[config.mk]
export PLATFORM = sky130hd
export DESIGN_NAME = iec_host_tx
export DESIGN_NICKNAME = d
export VERILOG_FILES = /design/src/rtl/iec_pkg.sv /design/src/rtl/iec_us_timer.sv /design/src/rtl/iec_host_tx.sv
export SDC_FILE = /design/constraint.sdc
export NUM_CORES = 1
export LEC_CHECK = 0
export CAP_MARGIN = 5
export CORE_AREA = 4 4 71 73
export CTS_CLUSTER_SIZE = 8
export DETAILED_ROUTE_END_ITERATION = 12
export DIE_AREA = 0 0 75 77
export DONT_BUFFER_PORTS = 1
export PLACE_DENSITY = 0.73
export RECOVER_POWER = 25
export SETUP_SLACK_MARGIN = 0.3
export SYNTH_ARGS = -nofsm -noshare
export SYNTH_HDL_FRONTEND = slang
export SYNTH_SLANG_ARGS = --single-unit
export TNS_END_PERCENT = 50
[constraint.sdc]
create_clock -name clk32 -period 2.63 [get_ports clk32]
set_clock_uncertainty 0.1 [all_clocks]
set_input_delay 0.526 -clock clk32 [delete_from_list [all_inputs] [get_ports clk32]]
set_output_delay 0.526 -clock clk32 [all_outputs]
set_load 0.01 [all_outputs]
[src/rtl/iec_pkg.sv]
// Shared IEC serial-bus types: initiator FSM states, result codes and default timing.
// Declarations only; no logic, latency or flow control of its own.
package iec_pkg;

  typedef enum logic [3:0] {
    ST_IDLE,
    ST_ATN_SETUP,
    ST_ATN_TURN,
    ST_WAIT_LSN,
    ST_READY,
    ST_WAIT_DHI,
    ST_EOI_LO,
    ST_EOI_HI,
    ST_BIT_SETUP,
    ST_BIT_VALID,
    ST_FRAME_ACK,
    ST_FINISH,
    ST_FAIL
  } iec_state_e;

  localparam logic [1:0] RES_OK    = 2'b00;
  localparam logic [1:0] RES_NODEV = 2'b01;
  localparam logic [1:0] RES_NOACK = 2'b10;

  localparam int DEF_CLK_DIV  = 32;
  localparam int DEF_T_ACK_US = 1000;
  localparam int DEF_T_BIT_US = 20;
  localparam int US_W         = 10;

endpackage

[src/rtl/iec_us_timer.sv]
// Microsecond down-counter: CLK_DIV-cycle prescaler and count both restart on load.
// expired is decoded from registers; load always wins, no backpressure.
module iec_us_timer
  import iec_pkg::*;
#(
  parameter int CLK_DIV = DEF_CLK_DIV
) (
  input  logic            clk32,
  input  logic            reset_n,
  input  logic            load,
  input  logic [US_W-1:0] value,
  output logic            expired
);

  localparam int PW = (CLK_DIV > 1) ? $clog2(CLK_DIV) : 1;

  logic [PW-1:0]   pre_q;
  logic [US_W-1:0] cnt_q;

  always_ff @(posedge clk32 or negedge reset_n) begin
    if (!reset_n) begin
      pre_q <= '0;
      cnt_q <= '0;
    end else if (load) begin
      pre_q <= '0;
      cnt_q <= value;
    end else if (pre_q == PW'(CLK_DIV - 1)) begin
      pre_q <= '0;
      if (cnt_q != '0) cnt_q <= cnt_q - 1'b1;
    end else begin
      pre_q <= pre_q + 1'b1;
    end
  end

  assign expired = (cnt_q == '0);

endmodule

[src/rtl/iec_host_tx.sv]
// IEC serial-bus initiator: sends ATN command and data bytes with EOI and ack timeouts.
// Lines change 1 cycle after accept; one byte in flight, tx_ready returns the cycle after res_valid.
module iec_host_tx
  import iec_pkg::*;
#(
  parameter int CLK_DIV  = DEF_CLK_DIV,
  parameter int T_ACK_US = DEF_T_ACK_US,
  parameter int T_BIT_US = DEF_T_BIT_US
) (
  input  logic       clk32,
  input  logic       reset_n,
  input  logic [7:0] tx_data,
  input  logic       tx_atn,
  input  logic       tx_eoi,
  input  logic       tx_valid,
  output logic       tx_ready,
  input  logic       bus_release,
  output logic       res_valid,
  output logic [1:0] res_code,
  output logic       sb_atn_out,
  output logic       sb_clk_out,
  output logic       sb_data_out,
  input  logic       sb_atn_in,
  input  logic       sb_clk_in,
  input  logic       sb_data_in
);

  iec_state_e      state_q, state_d;
  logic [7:0]      byte_q, byte_d;
  logic            eoi_q, eoi_d;
  logic [2:0]      idx_q, idx_d;
  logic            seen_q, seen_d;
  logic [1:0]      code_q, code_d;
  logic            atn_q, atn_d, clk_q, clk_d, data_q, data_d;
  logic [2:0]      sync1_q, sync2_q, filt_q, agree;
  logic            data_f, unused_bus;
  logic            tmr_load, tmr_exp, seen_load;
  logic [US_W-1:0] tmr_val;

  // Filtered bus levels only move when both synchroniser stages agree.
  assign agree      = ~(sync1_q ^ sync2_q);
  assign data_f     = filt_q[0];
  assign unused_bus = ^filt_q[2:1];

  always_ff @(posedge clk32 or negedge reset_n) begin
    if (!reset_n) begin
      sync1_q <= '1;
      sync2_q <= '1;
      filt_q  <= '1;
    end else begin
      sync1_q <= {sb_atn_in, sb_clk_in, sb_data_in};
      sync2_q <= sync1_q;
      filt_q  <= (sync2_q & agree) | (filt_q & ~agree);
    end
  end

  iec_us_timer #(.CLK_DIV(CLK_DIV)) u_timer (
    .clk32   (clk32),
    .reset_n (reset_n),
    .load    (tmr_load),
    .value   (tmr_val),
    .expired (tmr_exp)
  );

  // seen_q: in WAIT_DHI the settle delay is running; in FRAME_ACK DATA has been
  // observed released, so a stale low from bit 7 is not taken as the ack.
  always_comb begin
    state_d   = state_q;
    byte_d    = byte_q;
    eoi_d     = eoi_q;
    idx_d     = idx_q;
    seen_d    = seen_q;
    code_d    = code_q;
    seen_load = 1'b0;
    case (state_q)
      ST_IDLE: if (tx_valid) begin
        byte_d = tx_data;
        eoi_d  = tx_eoi & ~tx_atn;
        idx_d  = 3'd0;
        if (tx_atn)      state_d = ST_ATN_SETUP;
        else if (!atn_q) state_d = ST_ATN_TURN;
        else             state_d = ST_READY;
      end
      ST_ATN_SETUP: state_d = ST_WAIT_LSN;
      ST_ATN_TURN:  if (tmr_exp) state_d = ST_READY;
      ST_WAIT_LSN: begin
        if (!data_f) state_d = ST_READY;
        else if (tmr_exp) begin
          state_d = ST_FAIL;
          code_d  = RES_NODEV;
        end
      end
      ST_READY: begin
        seen_d  = 1'b0;
        state_d = ST_WAIT_DHI;
      end
      ST_WAIT_DHI: begin
        if (!seen_q) begin
          if (data_f) begin
            if (eoi_q) state_d = ST_EOI_LO;
            else begin
              seen_d    = 1'b1;
              seen_load = 1'b1;
            end
          end
        end else if (tmr_exp) state_d = ST_BIT_SETUP;
      end
      ST_EOI_LO: begin
        if (!data_f) state_d = ST_EOI_HI;
        else if (tmr_exp) begin
          state_d = ST_FAIL;
          code_d  = RES_NODEV;
        end
      end
      ST_EOI_HI: begin
        if (data_f) state_d = ST_BIT_SETUP;
        else if (tmr_exp) begin
          state_d = ST_FAIL;
          code_d  = RES_NODEV;
        end
      end
      ST_BIT_SETUP: if (tmr_exp) state_d = ST_BIT_VALID;
      ST_BIT_VALID: if (tmr_exp) begin
        if (idx_q == 3'd7) begin
          seen_d  = 1'b0;
          state_d = ST_FRAME_ACK;
        end else begin
          idx_d   = idx_q + 3'd1;
          state_d = ST_BIT_SETUP;
        end
      end
      ST_FRAME_ACK: begin
        if (data_f) seen_d = 1'b1;
        if (seen_q && !data_f) begin
          state_d = ST_FINISH;
          code_d  = RES_OK;
        end else if (tmr_exp) begin
          state_d = ST_FAIL;
          code_d  = RES_NOACK;
        end
      end
      ST_FINISH: state_d = ST_IDLE;
      ST_FAIL:   state_d = ST_IDLE;
      default:   state_d = ST_IDLE;
    endcase
  end

  assign tmr_load = (state_d != state_q) | seen_load;
  assign tmr_val  = (state_d inside {ST_WAIT_LSN, ST_EOI_LO, ST_EOI_HI, ST_FRAME_ACK})
                    ? US_W'(T_ACK_US) : US_W'(T_BIT_US);

  // Line levels are a function of the state being entered, so they register with it.
  always_comb begin
    atn_d  = atn_q;
    clk_d  = clk_q;
    data_d = data_q;
    case (state_d)
      ST_IDLE: begin
        data_d = 1'b1;
        if (state_q == ST_IDLE && bus_release) begin
          atn_d = 1'b1;
          clk_d = 1'b1;
        end
      end
      ST_ATN_SETUP, ST_WAIT_LSN: begin
        atn_d  = 1'b0;
        clk_d  = 1'b0;
        data_d = 1'b1;
      end
      ST_ATN_TURN: begin
        atn_d  = 1'b1;
        data_d = 1'b1;
      end
      ST_READY, ST_WAIT_DHI, ST_EOI_LO, ST_EOI_HI: begin
        clk_d  = 1'b1;
        data_d = 1'b1;
      end
      ST_BIT_SETUP: begin
        clk_d  = 1'b0;
        data_d = byte_d[idx_d];
      end
      ST_BIT_VALID: begin
        clk_d  = 1'b1;
        data_d = byte_d[idx_d];
      end
      ST_FRAME_ACK, ST_FINISH: begin
        clk_d  = 1'b0;
        data_d = 1'b1;
      end
      default: begin
        atn_d  = 1'b1;
        clk_d  = 1'b1;
        data_d = 1'b1;
      end
    endcase
  end

  always_ff @(posedge clk32 or negedge reset_n) begin
    if (!reset_n) begin
      state_q <= ST_IDLE;
      byte_q  <= '0;
      eoi_q   <= 1'b0;
      idx_q   <= '0;
      seen_q  <= 1'b0;
      code_q  <= RES_OK;
      atn_q   <= 1'b1;
      clk_q   <= 1'b1;
      data_q  <= 1'b1;
    end else begin
      state_q <= state_d;
      byte_q  <= byte_d;
      eoi_q   <= eoi_d;
      idx_q   <= idx_d;
      seen_q  <= seen_d;
      code_q  <= code_d;
      atn_q   <= atn_d;
      clk_q   <= clk_d;
      data_q  <= data_d;
    end
  end

  assign tx_ready    = (state_q == ST_IDLE);
  assign res_valid   = (state_q == ST_FINISH) || (state_q == ST_FAIL);
  assign res_code    = code_q;
  assign sb_atn_out  = atn_q;
  assign sb_clk_out  = clk_q;
  assign sb_data_out = data_q;

endmodule

# Yosys cells after proc, flatten, opt, wreduce, memory -nomap -nowiden
# Cells that the tools add are included.
# classes
addsub	3
order_cmp	1
n_eq_ne	33
n_mux	50
n_bitwise	11
reduce_logical	24
# ops
operator	count
2-to-1 mux 4 bit	13
case mux 4 bit (11 select lines)	1
2-to-1 mux 10 bit	4
equality test 4 bit, second input constant	9
equality test 4 x 3 -> 1 bit, second input constant	8
equality test 4 x 2 -> 1 bit, second input constant	4
2-to-1 mux 8 bit	2
2-to-1 mux 3 bit	5
2-to-1 mux 2 bit	6
2-to-1 mux 1 bit	11
zero test 10 bit	1
2-to-1 mux 5 bit	2
!= test 2 bit, second input constant	5
nonzero test 10 bit	1
subtractor 10 x 1 -> 10 bit, second input constant	1
equality test 4 x 1 -> 1 bit, second input constant	2
zero test 4 bit	2
AND reduction 2 bit	4
AND reduction 4 bit	2
nonzero test 4 bit	2
OR reduction 8 bit	1
AND 3 bit	2
inverter 3 bit	2
case mux 1 bit (3 select lines)	2
other kinds (24)	30
# totals
ff_bits	46
inputBits	17
output_inout_bits	7
wordCells	136

# Longest topological paths before layout
# Gate-level depths: netlist of the first run.
# logic_depth
ltp_word	8
ltp_mapped	11
depth_no_buf	11

# By module
# Synthesis of the first run repeated with hierarchy kept, for this count alone.
# unflattened
hier_cells	304
hier_area_um2	2705.1
# modules_own_cells
module	instances	cells_per_inst	area_each_um2	seq_area_each_um2
iec_host_tx	1	217	1888.1	633.1
iec_us_timer	1	87	817.0	375.4

# Least setup slack after synthesis of the first run
# Ideal clock, no wire load.
# synth_timing
path_kind	register to register
startpoint	register u_timer.cnt_q[0]
endpoint	register u_timer.cnt_q[5]
setup_time_ns	0.111
arrival_time_ns	2.251
required_ns	2.419
slack_ns	0.168
stages_incl_launch_ff	12
n_path_buf	1
synth_period_minus_slack_ns	2.462
path_cell_list	dfrtp_1 > inv_1 > ha_1 > nor3b_2 > and3_1 > buf_2 > o31a_1 > a31o_1 > o2111ai_1 > a211oi_4 > a21oi_2 > a2111oi_2
# synth_between
elab_chain_cells	8
elab_cells_between_ends	28
classes_between	add/sub: 1; eq/ne: 5; mux: 15; bitwise: 1; reduce/logical: 6
# synth_lines
element	line_no	text
start, declared	iec_us_timer.sv:18	logic [US_W-1:0] cnt_q;
start signal, assigned	iec_us_timer.sv:26	cnt_q <= value;
start signal, assigned	iec_us_timer.sv:29	if (cnt_q != '0) cnt_q <= cnt_q - 1'b1;
zero test 10 bit	iec_us_timer.sv:35	assign expired = (cnt_q == '0);
2-to-1 mux 4 bit (on tied branches) (2 in series)	n/a	
case mux 4 bit (11 select lines)	iec_host_tx.sv:75	case (state_q)
equality test 4 x 2 -> 1 bit, or another cell as far along	iec_host_tx.sv:149	assign tmr_val = (state_d inside {ST_WAIT_LSN, ST_EOI_LO, ST_EOI_HI, ST_FRAME_ACK})
nonzero test 4 bit or bitwise OR 1 bit (tied branches)	iec_host_tx.sv:149, iec_host_tx.sv:148	
2-to-1 mux 10 bit or nonzero test 2 bit (tied branches)	n/a	
2-to-1 mux 10 bit or AND reduction 2 bit (tied branches)	n/a	
# Several ways; a longest one is shown, not always the timed one. The select of a mux whose other input is x is not followed.
# A chain may end at the register's enable or synchronous reset.

# Worst setup path after layout of the first run
# layout_timing
startpoint	register u_timer.cnt_q[1]
endpoint	register u_timer.cnt_q[8]
# layout_between
elab_chain_cells	8
elab_cells_between_ends	28
classes_between	add/sub: 1; eq/ne: 5; mux: 15; bitwise: 1; reduce/logical: 6
# layout_lines
element	line_no	text
zero test 10 bit (*)	iec_us_timer.sv:35	
2-to-1 mux 4 bit (on tied branches) (2 in series)	n/a	
case mux 4 bit (11 select lines) (*)	iec_host_tx.sv:75	
named net state_d[1]	iec_host_tx.sv:28	iec_state_e state_q, state_d;
equality test 4 x 2 -> 1 bit, or another cell as far along	iec_host_tx.sv:149	
nonzero test 4 bit or bitwise OR 1 bit (tied branches)	iec_host_tx.sv:149, iec_host_tx.sv:148	
2-to-1 mux 10 bit or nonzero test 2 bit (tied branches)	n/a	
2-to-1 mux 10 bit or AND reduction 2 bit (tied branches)	n/a	
# The timed path passes the listed nets; every way through them passes the cells marked *. The select of a mux whose other input is x is not followed.

==> results.rst, run 1 <==
.. list-table::
   :header-rows: 1

   * - Metric
     - Value
   * - Logic depth of the worst register-to-register path
     - 11
   * - Measured slew at the worst slew-check pin
     - ~960 ps
   * - Most prevalent standard cell on the critical path
     - and3_4
   * - CTS tree
     - built
   * - Critical path required time
     - about 2700 ps
   * - Post-Syn Nets
     - 288
   * - Worst setup slack before clock tree synthesis
     - around 47 ps
   * - Antenna viol nets, final
     - 0
   * - Maximum fanout encountered on the critical timing path
     - 7
   * - WP data arrival
     - approximately 2600 ps
   * - Main combinational cell family by area after synthesis
     - simple AND/OR/NAND/NOR gates
   * - Worst setup path startpoint
     - u_timer.cnt_q[1]$_DFFE_PN0P_
   * - Minimum hold slack
     - roughly 130 ps
   * - Total wire length after detailed routing
     - around 5600 um
   * - Cell area after synthesis
     - between 0.002 and 0.0025 mm^2
   * - Ratio of total power to cell area
     - 1310 mW/mm^2
   * - Count of final setup violators
     - 0
   * - First-pass GRT wire length
     - roughly 9800 um
   * - Synth Area in Adders
     - around 2.9%
   * - Number of clock buffers inserted by TritonCTS
     - 5
   * - Routability congestion estimate
     - slightly below 0.9
   * - Post-detailed-route via-to-cell ratio
     - between 5 and 6
   * - Seq cells post-synth
     - 40
   * - Die width
     - between 70 and 80 um
   * - Post-synth EDFFs
     - 0
   * - Total power after layout
     - between 3 and 4 mW
   * - CTS H-tree lvls
     - 2
   * - Seq/Total Area, Yosys
     - slightly above 40%
   * - Worst Hold Path Cells
     - 0
   * - Complex-gate fraction of the synthesized area
     - about 19%
   * - Post-Route Utilization
     - roughly 70%
   * - Yosys warnings
     - 0
   * - Max-slew violation count
     - 0
   * - Starting density of the core
     - 57.0%
   * - Die height
     - around 77 um
   * - Layout net count
     - between 300 and 400
   * - Shortest period the worst path allows
     - around 2500 ps
   * - Startpoint of the worst register-to-register path
     - u_timer.cnt_q[1]$_DFFE_PN0P_
   * - Number of endpoints with negative hold slack in the final report
     - 0
   * - Predominant post-synthesis flop cell
     - dfrtp_1
   * - Cell-by-cell listing of the critical path
     - inv_2 > ha_4 > nor3b_4 > and3_4 > nor2_4 > and3_4 > nor4_4 > buf_4 > inv_4 > a21oi_4 > a21oi_1
   * - Insertion delay to the later sink of the worst-skew pair
     - a little under 300 ps
   * - Total iterations of the first detailed-routing run
     - 4
   * - Async set or reset register ratio after synthesis
     - 100%
   * - Vias after detailed routing
     - approximately 2100
   * - Slowest cell on the critical path
     - dfrtp_1
   * - Peak supply drop
     - between 700 and 800 uV
   * - Area enclosed by the die boundary
     - between 0.005 and 0.006 mm^2
   * - Most common library cell in the layout ignoring fill and taps
     - buf_4
   * - Achievable Freq
     - ~400 MHz
   * - Count of different cell masters after synthesis
     - just under 60
   * - Commonest cells after routing, fill and taps aside
     - 34 x buf_4, 32 x dfrtp_1, 27 x nor2_1
   * - Mean Syn Cell Area
     - 9.30 um^2
   * - I/O pin total
     - 24
   * - MaxCap Viol Count
     - 0
   * - Vias in the first global route
     - between 2000 and 2500
   * - Critical path type
     - reg2reg
   * - Inserted Diodes
     - 0
   * - DR DRC count
     - 0
   * - Setup repair after global routing missed its margin
     - true
   * - Grt total ovfl
     - 0
   * - Multiplexer share of the synthesized area
     - 4.54%
   * - Std-Cell Rows
     - 24
   * - Startpoint class of the critical path
     - flop
   * - Setup tns final
     - 0 ps
   * - Post-Synth XOR/XNOR Area
     - just under 4%
   * - Number of antenna violations at the first check in global routing
     - 0
   * - Fin crit share
     - 94.4%
   * - Critical hold path startpoint
     - sb_data_in
   * - Layout cells sized above 1
     - about a third
   * - HPWL after detailed placement
     - slightly below 4000 um
   * - Slack of the worst reg-to-reg path
     - 150 ps
   * - Terminus of the critical flop-to-flop path
     - u_timer.cnt_q[8]$_DFFE_PN0P_
   * - Hold path endpoint
     - sync1_q[0]$_DFF_PN1_
   * - Cell at the root of the clock tree
     - clkbuf_8
   * - Routed len/inst
     - between 15 and 20 um
   * - DRC marker count from the first detailed-route iteration
     - 176
   * - Clk sink count
     - 40
   * - Maximum number of pins on one net before global-route repair
     - 41
   * - Headroom to the max-slew limit
     - between 30 and 40%
   * - Synthesized-area fraction occupied by and/or/nand/nor cells
     - a little under a quarter
   * - Clock-pin slew on the worst setup and hold paths
     - 80 ps
   * - Core area
     - approximately 0.0044 mm^2
   * - Peak per-stage delay on the critical path
     - ~390 ps
   * - Tightest Hold Check Type
     - in2reg
   * - Leak Pwr
     - ~1.2 nW
   * - Run status
     - finished, final reports clean
   * - Area added between synthesis and finish
     - 22.6%
   * - Gate count after technology mapping
     - about 270
   * - Total Routing Usage GR
     - roughly 21%
   * - Max Buffers Root-to-Sink
     - 2
   * - Port Buffers
     - 0
   * - Kind of capture point of the worst setup path
     - flop
   * - Least setup slack across all paths after layout
     - 147 ps
==> per-stage QoR <==
step / area, um^2 / instances
final: 3040 / 349
after global routing: 3040 / 349
after CTS: 2960 / 346
after detailed placement: 2730 / 330
after global placement: 2730 / 330
after floorplan: 2550 / 267
==> cells by family after synthesis <==
| kind of cell | after synthesis |
|---|---|
| AOI/OAI and AO/OA | 65 |
| xor gates and xnor gates | 11 |
| adders and majority gates | 6 |
| buffers and inverters | 25 |
| DFF | 40 |
| muxes | 10 |
| and+or+nand+nor | 110 |
==> layout make-up <==
class                   instances  area, um^2
repair buffers                 39         304
inverters                       8        32.5
well taps                      52        65.1
clock buffers                   6        82.6
fillers                       341        1310
clock inverters                 2        15.0
multi-input cells             202        1530
flip-flops and latches         40        1010
==> critical path: cells and delay by family, from the launching register on <==
| family | cells | cell delay (ps) |
|---|---|---|
| and+or+nand+nor | 5 | 1080 |
| buffers and inverters | 3 | 320 |
| AOI/OAI and AO/OA | 2 | 350 |
| DFF | 1 | 390 |
| adders and majority gates | 1 | 120 |
==> registers in the layout, indices dropped and copies added (netlist names), 2 cells and up, named ones only <==
register,count
idx_q,3
byte_q,8
state_q,4
u_timer.cnt_q,10
u_timer.pre_q,5
res_code,2
==> what timing repair did <==
item,4_1_cts,5_1_grt
gates resized for setup,13,15
setup endpoints to repair,17,18
hold buffers,2,0
pin swaps,6,7
hold endpoints to repair,40,0
buffers inserted,6,3
==> synth_stat cells (3+ instances only) <==
library cell	number	area share, %
nand2_1	23	3.5
o2111ai_1	3	1.1
buf_4	3	0.91
dfrtp_1	34	34
nand3_1	6	1.2
nor2b_1	3	0.76
o21ai_0	14	2.8
clkbuf_1	3	0.45
dfstp_2	6	6.4
nand2b_1	5	1.3
inv_1	5	0.76
nor2_1	30	4.5
buf_2	10	2.0
xor2_1	4	1.4
nor3_1	10	2.0
mux2_2	10	4.5
a31oi_1	5	1.3
inv_2	3	0.45
and3_1	4	1.0
xnor2_1	7	2.5
and2_1	6	1.5
a21oi_1	15	3.0
ha_1	4	2.0
o22a_1	3	1.1
nor4_1	7	1.8
nand4_1	3	0.76
==> layer usage <==
metal  vias up  GRT usage (%)  wire length, um
met4         0           6.23               73
met3         7           4.44              233
met1      1005           29.5             2520
met2        40           33.6             2740
met5         -              0                0
li1       1029              -                -
==> power by group <==
group / leakage, nW / total (mW) / switching [mW] / internal, mW
clock network: 0.0434 / 0.436 / 0.224 / 0.212
logic: 0.690 / 2.46 / 1.31 / 1.15
registers: 0.494 / 1.09 / 0.232 / 0.859
total: 1.23 / 3.99 / 1.77 / 2.22
==> how the worst max path moves through the flow <==
stage | end | slack [ps] | depth (start not counted)
6_report | u_timer.cnt_q[8]$_DFFE_PN0P_ | 150 | 11
5_1_grt | u_timer.cnt_q[8]$_DFFE_PN0P_ | 10 | 9
4_1_cts | u_timer.cnt_q[3]$_DFFE_PN0P_ | 170 | 11
3_5_place_dp | u_timer.cnt_q[3]$_DFFE_PN0P_ | 50 | 11
3_3_place_gp | u_timer.cnt_q[3]$_DFFE_PN0P_ | 70 | 11
2_1_floorplan | u_timer.cnt_q[5]$_DFFE_PN0P_ | 270 | 11
No activity file was read; power rests on OpenSTA's default activity.
==> run 2: changes to the inputs <==
- PLACE_DENSITY: 0.73 -> 0.74
==> run 2 against run 1 <==
First-iteration DRC count fell by 7.4%; flip-flop and latch count did not move; register-to-register slack got worse by 40 ps; worst setup slack got worse by 35 ps; total power rose by 4.4%; non-clock buffer count rose by 2; global-route usage rose by 0.63 points; highest routed layer unchanged.
==> results.rst, run 2 (synthesis results as in run 1) <==
.. list-table::
   :header-rows: 1

   * - Metric
     - Value
   * - Port Buffers
     - 0
   * - Layout cells sized above 1
     - 34.1%
   * - Most common library cell in the layout ignoring fill and taps
     - buf_4
   * - Max-slew violation count
     - 0
   * - Setup tns final
     - 0 ps
   * - Routed len/inst
     - around 17 um
   * - Critical path required time
     - ~2700 ps
   * - Largest Register
     - u_timer.cnt_q
   * - Kind of capture point of the worst setup path
     - flop
   * - Critical path type
     - reg2reg
   * - Tightest Hold Check Type
     - in2reg
   * - Final std cell area, no fill
     - slightly above 0.003 mm^2
   * - Ratio of total power to cell area
     - approximately 1300 mW/mm^2
   * - CTS H-tree lvls
     - 2
   * - Least setup slack across all paths after layout
     - about 110 ps
   * - Headroom to the max-slew limit
     - roughly a third
   * - Biggest regs
     - u_timer.cnt_q: 10 flops, byte_q: 8 flops, u_timer.pre_q: 5 flops
   * - DRC marker count from the first detailed-route iteration
     - between 150 and 200
   * - Measured slew at the worst slew-check pin
     - roughly 990 ps
   * - Starting density of the core
     - 57.0%
   * - Fillers
     - 313
   * - Fin crit share
     - between 90% and 100%
   * - Max Buffers Root-to-Sink
     - 2
   * - Die width
     - between 70 and 80 um
   * - Area added between synthesis and finish
     - 25.4%
   * - Inserted Diodes
     - 0
   * - Vias after detailed routing
     - 2179
   * - Maximum number of pins on one net before global-route repair
     - 41
   * - First-pass GRT wire length
     - about 9900 um
   * - Total iterations of the first detailed-routing run
     - 5
   * - Peak supply drop
     - a little under 800 uV
   * - Maximum fanout encountered on the critical timing path
     - 15
   * - Post-Route Utilization
     - between 70% and 80%
   * - WP data arrival
     - between 2000 and 3000 ps
   * - Startpoint class of the critical path
     - flop
   * - Placed Instance Area
     - approximately 0.0027 mm^2
   * - Achievable Freq
     - just under 400 MHz
   * - Grt total ovfl
     - 0
   * - Clock-pin slew on the worst setup and hold paths
     - approximately 80 ps
   * - Number of clock buffers inserted by TritonCTS
     - 5
   * - Routability congestion estimate
     - ~0.85
   * - Area enclosed by the die boundary
     - just under 0.006 mm^2
   * - Antenna viol nets, final
     - 0
   * - Insertion delay to the later sink of the worst-skew pair
     - ~290 ps
   * - Shortest period the worst path allows
     - around 2500 ps
   * - Number of antenna violations at the first check in global routing
     - 0
   * - Layout net count
     - ~320
   * - Commonest cells after routing, fill and taps aside
     - 32 x buf_4, 31 x dfrtp_1, 28 x nor2_1
   * - DR DRC count
     - 0
   * - Std-Cell Rows
     - 24
   * - MaxCap Viol Count
     - 0
   * - Number of endpoints with negative hold slack in the final report
     - 0
   * - Largest register FFs
     - 10
   * - CTS tree
     - built
   * - Die height
     - 77 um
   * - HPWL after detailed placement
     - 3920 um
   * - Total Routing Usage GR
     - between 20% and 30%
   * - Cell at the root of the clock tree
     - clkbuf_8
   * - Setup repair after global routing missed its margin
     - true
   * - Total wire length after detailed routing
     - around 6000 um
   * - Core area
     - 0.00435 mm^2
   * - Post-detailed-route via-to-cell ratio
     - 6.21
   * - Vias in the first global route
     - 2152
   * - I/O pin total
     - 24
   * - Clk sink count
     - 40
   * - Count of final setup violators
     - 0
   * - Leak Pwr
     - roughly 1.3 nW
   * - Run status
     - finished, final reports clean
   * - Worst setup slack before clock tree synthesis
     - 11.7 ps
==> run 2: cell types whose count changed in the layout (fill, tap and decap cells not counted), sizes merged <==
cell / before / now
clkbuf: 7 / 6
bufbuf: 0 / 1
inv: 8 / 9
clkinvlp: 2 / 1
bufinv: 0 / 1
buf: 37 / 38
==> run 2: layout make-up <==
class / instances / area [um^2] / share of cell area [%]
inverters: 8 / 30.0 / 0.965
clock inverters: 3 / 46.3 / 1.49
multi-input cells: 202 / 1530 / 49.0
flip-flops and latches: 40 / 1010 / 32.5
repair buffers: 41 / 364 / 11.7
well taps: 52 / 65.1 / 2.09
clock buffers: 5 / 68.8 / 2.21
==> run 2: where the power goes <==
group / internal (mW) / switching, mW / total (mW)
logic: 1.22 / 1.35 / 2.57
registers: 0.860 / 0.226 / 1.09
clock network: 0.286 / 0.229 / 0.514
==> run 2: final timing paths <==
kind,end,slack [ps],start,cells past startpoint
setup / recovery,u_timer.cnt_q[6]$_DFFE_PN0P_,110,state_q[2]$_DFF_PN0_,9
hold / removal,sync1_q[0]$_DFF_PN1_,120,sb_data_in,0
setup reg to reg,u_timer.cnt_q[6]$_DFFE_PN0P_,110,state_q[2]$_DFF_PN0_,9
hold reg to reg,sync2_q[0]$_DFF_PN1_,270,sync1_q[0]$_DFF_PN1_,0
max in group asynchronous,state_q[1]$_DFF_PN0_,900,reset_n,2
min in group asynchronous,byte_q[3]$_DFF_PN0_,860,reset_n,2
==> run 2: worst max-delay path, stage by stage, from the launching register on <==
cell	delay [ps]
dfrtp_1	460
buf_6	190
maj3_2	310
a32oi_1	150
nor3_1	90
a211oi_2	240
o2111ai_2	190
a211oi_4	390
a21oi_4	110
a2111oi_4	190
==> run 2: repair_timing <==
item	4_1_cts	5_1_grt
resized for setup	12	17
pin swaps	8	10
hold endpoints to repair	40	0
setup buffers	7	7
gates cloned	1	0
setup endpoints to repair	18	18
hold buffers	2	0
==> run 2: through the flow <==
step           hold slack, ps  std cells  power [mW]
2_1_floorplan             130        267        2.58
3_3_place_gp              131        326        3.05
3_5_place_dp              131        326        3.09
4_1_cts                   111        344        3.94
5_1_grt                   104        351        4.45
6_report                  123        351        4.17
==> run 2: layer usage <==
layer | vias to the layer above | wire (um) | track usage [%]
met3 | 12 | 316 | 4.31
met5 | - | 0 | 0
met4 | 0 | 111 | 10.9
met1 | 1077 | 2590 | 28.9
li1 | 1026 | - | -
met2 | 64 | 3080 | 34.1
==> run 3: changes to the inputs <==
- CORE_AREA: 4 4 71 73 -> 4 4 70 72
- DIE_AREA: 0 0 75 77 -> 0 0 74 76
- HOLD_SLACK_MARGIN: default -> 0.05
- PLACE_DENSITY: 0.74 -> 0.73
- clock period: 2.63 -> 3.1 ns (I/O delays scaled with it)
==> run 3 against run 2 <==
Flip-flop and latch count unchanged; register-to-register slack improved by 380 ps; worst setup slack improved by 380 ps; clock-buffer cell count increased by 1; largest power group unchanged; maximum frequency decreased by 3.5%; global-route usage decreased by 2.1 points; critical path type unchanged; via count decreased by 7.7%; final cell count decreased by 5.7%; sequential share of layout area increased by 3.9 points; wire length decreased by 13%; first-iteration DRC count decreased by 28%; combinational power decreased by 39%.
==> results.rst, run 3 (synthesis results as in run 1) <==
.. list-table::
   :header-rows: 1

   * - Metric
     - Value
   * - Run status
     - finished, final reports clean
   * - Number of endpoints with negative hold slack in the final report
     - 0
   * - DR DRC count
     - 0
   * - Worst setup slack before clock tree synthesis
     - 226 ps
   * - Die width
     - approximately 74 um
   * - Maximum number of pins on one net before global-route repair
     - 35
   * - Wire length on met1
     - about 2300 um
   * - Biggest regs
     - u_timer.cnt_q: 10 flops, byte_q: 8 flops, u_timer.pre_q: 5 flops
   * - Peak supply drop
     - ~670 uV
   * - Vias in the first global route
     - ~2000
   * - Die height
     - 76 um
   * - Count of final setup violators
     - 0
   * - Post-detailed-route via-to-cell ratio
     - between 6 and 7
   * - Comb power frac
     - between 50% and 60%
   * - Achievable Freq
     - between 300 and 400 MHz
   * - Routability congestion estimate
     - ~0.87
   * - Kind of capture point of the worst setup path
     - flop
   * - Post-route insts no fill
     - between 300 and 400
   * - Headroom to the max-slew limit
     - about 68%
   * - Cell at the root of the clock tree
     - clkbuf_8
   * - Grt total ovfl
     - 0
   * - First-pass GRT wire length
     - approximately 9000 um
   * - Clk sink count
     - 40
   * - Largest register FFs
     - 10
   * - Met3 WL
     - 298 um
   * - Highest metal used
     - met4
   * - Antenna viol nets, final
     - 0
   * - Area enclosed by the die boundary
     - 0.00562 mm^2
   * - Core area
     - around 0.0043 mm^2
   * - Length of routed met2 wiring
     - about 2600 um
   * - Layout cells sized above 1
     - 22.2%
   * - Proportion of total power due to net switching
     - ~43%
   * - MaxCap Viol Count
     - 0
   * - HPWL after detailed placement
     - 3740 um
   * - Largest Register
     - u_timer.cnt_q
   * - Total wire length after detailed routing
     - approximately 5300 um
   * - Leak Pwr
     - ~1.1 nW
   * - Setup tns final
     - 0 ps
   * - DRC marker count from the first detailed-route iteration
     - approximately 120
   * - Number of clock buffers inserted by TritonCTS
     - 5
   * - Fin crit share
     - between 80% and 90%
   * - Starting density of the core
     - between 50% and 60%
   * - Tightest Hold Check Type
     - in2reg
   * - Least setup slack across all paths after layout
     - 490 ps
   * - Number of antenna violations at the first check in global routing
     - 0
   * - Vias after detailed routing
     - about 2000
   * - Internal power component
     - between 1.5 and 2 mW
   * - Layout net count
     - 299
   * - Critical path type
     - reg2reg
   * - Maximum fanout encountered on the critical timing path
     - 8
   * - WP data arrival
     - ~2700 ps
   * - Clock share of power
     - between 10 and 15%
   * - Post-Route Utilization
     - between 60% and 70%
   * - Startpoint class of the critical path
     - flop
   * - Sw power
     - approximately 1.3 mW
   * - Setup repair after global routing missed its margin
     - false
   * - CTS H-tree lvls
     - 2
   * - Power share of the sequential group
     - about a third
   * - Critical path required time
     - approximately 3200 ps
   * - Port Buffers
     - 0
   * - Insertion delay to the later sink of the worst-skew pair
     - around 300 ps
   * - Area added between synthesis and finish
     - 11.8%
   * - CTS tree
     - built
   * - Routed len/inst
     - ~16 um
   * - Commonest cells after routing, fill and taps aside
     - 31 x dfrtp_1, 30 x nor2_1, 23 x nand2_1
   * - Shortest period the worst path allows
     - ~2600 ps
   * - Clock-pin slew on the worst setup and hold paths
     - 70 ps
   * - Std-Cell Rows
     - 24
   * - Ratio of total power to cell area
     - 1070 mW/mm^2
   * - Most common library cell in the layout ignoring fill and taps
     - dfrtp_1
   * - I/O pin total
     - 24
   * - Cell count after placement
     - 318
   * - Total iterations of the first detailed-routing run
     - 4
   * - Measured slew at the worst slew-check pin
     - between 400 and 500 ps
   * - Max Buffers Root-to-Sink
     - 2
   * - Total Routing Usage GR
     - between 20% and 30%
   * - Max-slew violation count
     - 0
   * - Inserted Diodes
     - 0
run 3: final timing paths:
| path | startpoint | cells after the start | slack [ps] | to |
|---|---|---|---|---|
| min reg2reg | sync1_q[0]$_DFF_PN1_ | 0 | 270 | sync2_q[0]$_DFF_PN1_ |
| min | sb_data_in | 0 | 230 | sync1_q[0]$_DFF_PN1_ |
| min in group asynchronous | reset_n | 1 | 920 | sb_clk_out$_DFFE_PN1P_ |
| max reg2reg | u_timer.cnt_q[0]$_DFFE_PN0P_ | 12 | 490 | u_timer.cnt_q[6]$_DFFE_PN0P_ |
| max in group asynchronous | reset_n | 2 | 1750 | u_timer.cnt_q[2]$_DFFE_PN0P_ |
| max | u_timer.cnt_q[0]$_DFFE_PN0P_ | 12 | 490 | u_timer.cnt_q[6]$_DFFE_PN0P_ |
run 3: final cells by class:
class / instances / area (um^2)
timing repair buffer: 21 / 173
clock buffer: 6 / 82.6
inverter: 8 / 30.0
sequential: 40 / 1010
tap: 52 / 65.1
multi-input combinational: 202 / 1370
fill: 347 / 1520
clock inverter: 2 / 38.8
run 3: through the flow:
stage / hold WS [ps] / power (mW) / cell area [um^2]
2_1_floorplan: 224 / 2.13 / 2480
3_3_place_gp: 226 / 2.45 / 2580
3_5_place_dp: 226 / 2.48 / 2580
4_1_cts: 50.1 / 2.95 / 2720
5_1_grt: 211 / 3.21 / 2780
6_report: 229 / 2.98 / 2780
run 3: power groups by stage:
stage               Combinational, mW  Sequential, mW  Clock (mW)
finish                           1.56           0.980       0.445
global route                     1.72            1.01       0.477
CTS                              1.52           0.967       0.457
detailed placement               1.51           0.975           0
global placement                 1.48           0.967           0
floorplan                        1.30           0.833           0
run 3: worst max-delay path, stage by stage, from the launching register on:
cell and delay (ps):
dfrtp_1 370, inv_1 90, ha_1 180, nor3b_4 240, and3_4 260, buf_4 140
nand4_1 110, o21ai_2 110, buf_4 200, a21o_1 160, a211oi_4 60, buf_4 170
a2111oi_2 300
run 3: repair_timing:
item	in CTS	in global routing
endpoints found under the hold margin	34	7
setup endpoints to repair	6	14
resized for setup	2	5
pin swaps	0	1
cloned	0	0
hold buffers	1	1
buffers inserted	0	3
run 3: per-layer routing:
metal  up-vias  GRT usage (%)
met1       958           27.4
met3         8           5.15
met4         0           6.16
li1        992              -
met5         -              0
met2        53           30.9
